`config.mk`:
```
export PLATFORM = sky130hd
export DESIGN_NAME = clk_div_n_flat
export DESIGN_NICKNAME = d
export VERILOG_FILES = /design/src/rtl/clk_div_n_if.sv /design/src/rtl/clk_div_n.sv /design/src/flat_wrapper.sv
export SDC_FILE = /design/constraint.sdc
export NUM_CORES = 1
export LEC_CHECK = 0
export CORE_MARGIN = 5
export CORE_UTILIZATION = 30
export CTS_CLUSTER_DIAMETER = 80
export CTS_CLUSTER_SIZE = 24
export DETAILED_ROUTE_END_ITERATION = 8
export PLACE_DENSITY = 0.48
export SLEW_MARGIN = 20
export SYNTH_ARGS = -nofsm -noshare
export SYNTH_HDL_FRONTEND = slang
export SYNTH_SLANG_ARGS = --single-unit
```
`constraint.sdc`:
```
create_clock -name ck -period 4.9 [get_ports ck]
set_clock_uncertainty 0.1 [all_clocks]
set_input_delay 1.225 -clock ck [delete_from_list [all_inputs] [get_ports ck]]
set_output_delay 1.225 -clock ck [all_outputs]
set_load 0.005 [all_outputs]
```
`src/rtl/clk_div_n_if.sv`:
```
// ---------------------------------------------------------------------------
// clk_div_n_if
//   Bundles the control and status signals of the clk_div_n divider so the
//   block can be instantiated with a single port. The clock (ck) and reset
//   (rs) stay as plain ports on the module.
//
//   en    master->slave  count enable; low freezes the divider
//   load  master->slave  one-cycle request to change the divisor
//   div   master->slave  requested divisor N, sampled when load=1
//   f     slave->master  divided clock, 50% duty for odd and even N
//   tick  slave->master  one-cycle pulse at the start of each output period
//   cnt   slave->master  current phase counter, 0..N-1
//   busy  slave->master  an accepted divisor change is still pending
//   err   slave->master  one-cycle pulse when a load is rejected
// ---------------------------------------------------------------------------
interface clk_div_n_if #(
    parameter int W = 8
) ();
    logic         en;
    logic         load;
    logic [W-1:0] div;
    logic         f;
    logic         tick;
    logic [W-1:0] cnt;
    logic         busy;
    logic         err;

    modport master (
        output en,
        output load,
        output div,
        input  f,
        input  tick,
        input  cnt,
        input  busy,
        input  err
    );

    modport slave (
        input  en,
        input  load,
        input  div,
        output f,
        output tick,
        output cnt,
        output busy,
        output err
    );
endinterface

```
`src/rtl/clk_div_n.sv`:
```
// ---------------------------------------------------------------------------
// clk_div_n
//   Programmable integer clock divider with 50% duty cycle for both odd and
//   even divisors. The divisor can be changed at run time; a new value is
//   held pending and only takes effect at the next wrap of the phase
//   counter, so the output never shows a runt pulse.
//
//   Parameters
//     W        width of the divisor and phase counter
//     DIV_DEF  divisor applied at reset (2..2^W-1)
//
//   Ports
//     ck   sole clock; everything updates on the rising edge except the
//          half-cycle duty-correction flop, which updates on the falling edge
//     rs   synchronous active-high reset
//     bus  clk_div_n_if slave modport (en, load, div in; f, tick, cnt, busy,
//          err out)
// ---------------------------------------------------------------------------
module clk_div_n #(
    parameter int W       = 8,
    parameter int DIV_DEF = 3
) (
    input  logic       ck,
    input  logic       rs,
    clk_div_n_if.slave bus
);

    localparam logic [W-1:0] DIV_RST = W'(DIV_DEF);
    localparam logic [W-1:0] ONE     = W'(1);

    // ceil(d/2): number of counter phases for which the rising-edge flop is
    // high. Widened by one bit so d = 2^W-1 does not overflow.
    function automatic logic [W:0] half_ceil(input logic [W-1:0] d);
        logic [W:0] t;
        t = {1'b0, d} + {{W{1'b0}}, 1'b1};
        return t >> 1;
    endfunction

    // Divisors below 2 cannot produce a divided clock and are rejected.
    function automatic logic div_ok(input logic [W-1:0] d);
        return d >= W'(2);
    endfunction

    // Architectural state
    logic [W-1:0] div_q;
    logic         odd_q;
    logic [W-1:0] pend;
    logic         pend_v;
    logic [W-1:0] cnt_q;
    logic         f_p;
    logic         f_n;
    logic         tick_q;
    logic         err_q;

    // Next-state terms
    logic         last;
    logic         wrap;
    logic         apply;
    logic [W-1:0] div_nx;
    logic [W-1:0] cnt_nx;
    logic         fp_nx;
    logic         ld_ok;
    logic         ld_bad;

    always_comb begin
        last   = (cnt_q == (div_q - ONE));
        // Wrap edges only happen while enabled, so a pending divisor waits
        // out any stall.
        wrap   = bus.en && last;
        // Only a divisor that was already pending before this edge is
        // applied; a load on the wrap edge itself lands in pend for the
        // following period.
        apply  = wrap && pend_v;
        div_nx = apply ? pend : div_q;
        cnt_nx = wrap ? '0 : (cnt_q + ONE);
        // Uses the divisor in force after the edge so the first period of a
        // new divisor already has the correct high phase.
        fp_nx  = ({1'b0, cnt_nx} < half_ceil(div_nx));
        ld_ok  = bus.load && div_ok(bus.div);
        ld_bad = bus.load && !div_ok(bus.div);
    end

    // Rising-edge stage: counter, divisor bookkeeping, tick and error pulses
    always_ff @(posedge ck) begin
        if (rs) begin
            div_q  <= DIV_RST;
            odd_q  <= DIV_RST[0];
            // Parked on the last phase so the first enabled edge wraps.
            cnt_q  <= DIV_RST - ONE;
            f_p    <= 1'b0;
            tick_q <= 1'b0;
            pend   <= '0;
            pend_v <= 1'b0;
            err_q  <= 1'b0;
        end else begin
            tick_q <= wrap;
            err_q  <= ld_bad;

            if (bus.en) begin
                cnt_q <= cnt_nx;
                f_p   <= fp_nx;
            end

            if (apply) begin
                div_q <= pend;
                odd_q <= pend[0];
            end

            // A fresh request always wins over clearing the one just
            // applied, so a load on the wrap edge stays pending.
            if (ld_ok) begin
                pend   <= bus.div;
                pend_v <= 1'b1;
            end else if (apply) begin
                pend_v <= 1'b0;
            end
        end
    end

    // Falling-edge stage: half-cycle delayed copy of f_p. No reset needed;
    // f_p is 0 during reset, so this reads 0 by the first falling edge.
    always_ff @(negedge ck) begin
        f_n <= f_p;
    end

    // For odd N, ANDing with the half-cycle delayed copy trims half a ck
    // period off the high phase, giving (N-1)/2+0.5 high and low.
    assign bus.f    = odd_q ? (f_p & f_n) : f_p;
    assign bus.tick = tick_q;
    assign bus.cnt  = cnt_q;
    assign bus.busy = pend_v;
    assign bus.err  = err_q;

endmodule

```
`src/flat_wrapper.sv`:
```
// flat-port wrapper written by rule: the top's interface ports become plain ports
module clk_div_n_flat 
#(
    parameter int W       = 8,
    parameter int DIV_DEF = 3
)
  (ck, rs, bus_en, bus_load, bus_div, bus_f, bus_tick, bus_cnt, bus_busy, bus_err);
  clk_div_n_if #(.W(W)) bus_i ();
  input  logic ck;
  input  logic rs;
  input wire logic [$bits(bus_i.en)-1:0] bus_en;
  input wire logic [$bits(bus_i.load)-1:0] bus_load;
  input wire logic [$bits(bus_i.div)-1:0] bus_div;
  output wire logic [$bits(bus_i.f)-1:0] bus_f;
  output wire logic [$bits(bus_i.tick)-1:0] bus_tick;
  output wire logic [$bits(bus_i.cnt)-1:0] bus_cnt;
  output wire logic [$bits(bus_i.busy)-1:0] bus_busy;
  output wire logic [$bits(bus_i.err)-1:0] bus_err;
  assign bus_i.en = bus_en;
  assign bus_i.load = bus_load;
  assign bus_i.div = bus_div;
  assign bus_f = bus_i.f;
  assign bus_tick = bus_i.tick;
  assign bus_cnt = bus_i.cnt;
  assign bus_busy = bus_i.busy;
  assign bus_err = bus_i.err;
  clk_div_n #(.W(W), .DIV_DEF(DIV_DEF)) u_core (.ck(ck), .rs(rs), .bus(bus_i));
endmodule
```
## Yosys cells after proc, flatten, opt, wreduce, memory -nomap -nowiden

Cells that the tools add are included.

- Register bits after elaboration: 30

- $add $sub $neg: 3
- Order comparisons: 2
- Eq/ne operators: 1
- Mux-type cells: 5
- Bitwise operators: 1
- Reduce and logical (&&, ||, !) cells: 6

Operators with widths:

| kind | count |
|---|---|
| 8-bit two-way mux | 2 |
| 8-bit by 1-bit adder with 9-bit output, second input constant | 1 |
| 8-bit by 1-bit adder with 8-bit output, second input constant | 1 |
| 8-bit == test | 1 |
| 8-bit by 2-bit greater-or-equal comparator with 1-bit output, second input constant | 1 |
| 8-bit < comparator | 1 |
| 8-bit by 1-bit subtractor with 8-bit output, second input constant | 1 |
| 1-bit logical AND | 4 |
| 1-bit two-way mux | 3 |
| 2-bit nonzero test | 1 |
| 1-bit bitwise AND | 1 |
| 1-bit logical NOT | 1 |

## Logic depth before layout (Yosys ltp)

- Word-level depth: 7
- Mapped depth: 19
- Depth with buffers taken out: 19

==> results.txt <==
Library cells used by synthesis: 55
Detailed-route vias per instance: 5.03
DP HPWL: 3560 um
Prevailing post-synth register cell: dfxtp_1
CTS tree: yes
Syn_area_per_cell: 8.24 um^2
Placer Congestion: 0.795
Deepest clock path buffer count: 2
Asr flop ratio synth: 0%
Drt pass-1 iters: 4
Ys Warns: 0
Layout cell share with drive strength beyond 1: 8.65%
Worst skew pair latency: 280 ps
Total negative setup slack: 0 ps
Global-route wire length before repair: 8160 um
Largest net degree at the start of global routing: 33
Drt drc: 0
Most frequent cells in the layout: 30 x dfxtp_1, 24 x nand2_1, 22 x clkdlybuf4s50_1, 20 x nor2_1, 18 x a21oi_1
Synth-to-Final Area Change: 19.0%
CP required: 3580 ps
DRT iter0 DRCs: 66
Number of global-route vias before repair: 1683
Highest ir drop seen on vdd: 0.000117 V
DR WL/cell: 13.9 um
Sequential area share after synthesis: 29.9%
Placed instance area: 2300 um^2
Slowest cell delay on critical path: 300 ps
Crit path buffers/inverters: 2
CP Data Arrival Time: 3370 ps
Die height: 91.8 um
CTS Root Buffer Type: clkbuf_8
Sink Count: 30
Core Box Area: 6420 um^2
TritonCTS Buffers: 5
Port Buffer Count: 23
CTS clk-pin slew, worst paths: 60 ps
Routed Antenna Nets: 0
Crit path kind: flop to output pin
Critical Path, Cell by Cell: inv_1, a21oi_1, clkbuf_2
Horiz. Die Dim: 91.8 um
Relative slew margins: 62.7%
Leakage: 0.852 nW
CP Capture Type: output pin
Synthesized area: 2010 um^2
Initial antenna violation count: 0
# rows: 29
FF+latch count, synth: 30
Mapped Cells: 244
Cell family with most CP delay: flip-flops
Most common cell after layout, fill and taps aside: dfxtp_1
Nets@finish: 287
Die Area: 8430 um^2
Maximum fanout along the worst path: 1
Status: complete, no violations
Global-route usage over all layers: 12.0%
Worst min-delay path class: flop to flop
Io pins: 24
Initial Util: 31.3%
# diodes: 0
Hold_buf cts: 0
Worst Tran Pin Value: 551 ps
Slew Viols, Final: 0
Startpoint types: flop
# fillers: 681
WL final: 4760 um
Total power: 660 uW
Post-route cell area: 2390 um^2
Fin util: 37.2%
EDFF count, synth: 0
Synth Net Count: 266
Worst hold slack: 402 ps
PD cells: 276 nW/um^2
Slowest cell on the critical path: dfxtp_1
H-tree levels: 2
Final hold violation count: 0
Remaining global-route overflow: 0
Max cap viols: 0
Unrepaired setup endpoints after global routing: false
Final setup viols: 0
Total number of vias: 1724
-- state kept, by name, indices dropped and copies added, names as in the netlist --
name	cells
u_core.bus.busy	1
u_core.bus.cnt	8
u_core.bus.err	1
u_core.bus.tick	1
u_core.div_q	8
u_core.f_n	1
u_core.f_p	1
u_core.odd_q	1
u_core.pend	8
-- worst min-delay path, stage by stage, from the launching register on --
cell and delay [ps]:
dfxtp_1 340, nand2_1 60, a21oi_1 50
-- final timing paths --
| path | slack (ps) | cells after the start | startpoint | to |
|---|---|---|---|---|
| setup / recovery | 200 | 3 | u_core.f_n | bus_f |
| hold / removal | 400 | 2 | u_core.pend[1] | u_core.pend[1] |
| setup reg to reg | 580 | 18 | u_core.div_q[0] | u_core.f_p |
| hold reg to reg | 400 | 2 | u_core.pend[1] | u_core.pend[1] |
-- report_power, final --
group	switching, mW	internal (mW)	total (mW)	leakage (nW)
clock	0.0979	0.113	0.211	0.0487
sequential	0.0192	0.262	0.281	0.245
combinational	0.0856	0.0816	0.167	0.558
total	0.203	0.457	0.660	0.852
-- metrics by stage --
step                      std cells  setup slack (ps)
final                           343               202
after global routing            343              68.9
after CTS                       343              72.8
after detailed placement        335               169
after global placement          335               170
after floorplan                 244               659
-- repair_timing --
item,4_1_cts,5_1_grt
setup buffers,0,0
setup endpoints to repair,1,1
pin swaps,0,0
resized for setup,1,2
-- cell type report --
| cell class | instances | area, um^2 | share of cell area (%) |
|---|---|---|---|
| Multi-Input combinational cell | 193 | 1310 | 54.9 |
| Sequential cell | 30 | 601 | 25.1 |
| Timing Repair Buffer | 27 | 255 | 10.7 |
| Tap cell | 77 | 96.3 | 4.03 |
| Clock buffer | 6 | 82.6 | 3.45 |
| Inverter | 7 | 26.3 | 1.10 |
| Clock inverter | 3 | 16.3 | 0.680 |
-- Yosys cell counts, types with 2 or more instances --
cell type	instances	area (um^2)
o21ai_0	4	20.0
o21a_1	4	30.0
o21ai_1	2	10.0
a22oi_1	2	15.0
buf_6	2	22.5
nor4b_1	2	17.5
dfxtp_1	30	601
nor2b_1	6	37.5
nand2b_1	10	62.6
ha_1	10	125
nand4_1	4	25.0
and2_1	4	25.0
nor2_1	20	75.1
nor4_1	2	12.5
clkbuf_1	9	33.8
xnor2_1	10	87.6
a21oi_1	18	90.1
mux2i_1	7	70.1
nand2_1	24	90.1
a21boi_0	4	30.0
or2_2	2	12.5
nand4b_1	2	17.5
nor3_1	6	30.0
o32ai_1	3	26.3
nor3b_1	2	15.0
nand3b_1	3	22.5
nand3_1	8	40.0
or2_1	2	12.5
xor2_1	9	78.8
inv_1	8	30.0
-- metal layers --
| metal | up-vias | wire (um) | track usage (%) |
|---|---|---|---|
| li1 | 906 | - | - |
| met1 | 787 | 2370 | 15.6 |
| met2 | 25 | 2210 | 19.2 |
| met3 | 6 | 130 | 2.70 |
| met4 | 0 | 53 | 4.70 |
| met5 | - | 0 | 0 |
-- cell families (layout without fill, tap and decap cells) --
group,after synthesis,after routing,share of synthesized area (%)
AND/OR/NAND/NOR,104,104,28.1
AO/OA/AOI/OAI,50,50,17.5
flip-flops,30,30,29.9
buffers and inverters,21,43,4.73
XOR/XNOR,19,19,8.28
adder cells (fa/ha/maj),10,10,6.23
multiplexers,10,10,5.29
Note: power is estimated with default switching activity, not from simulation.
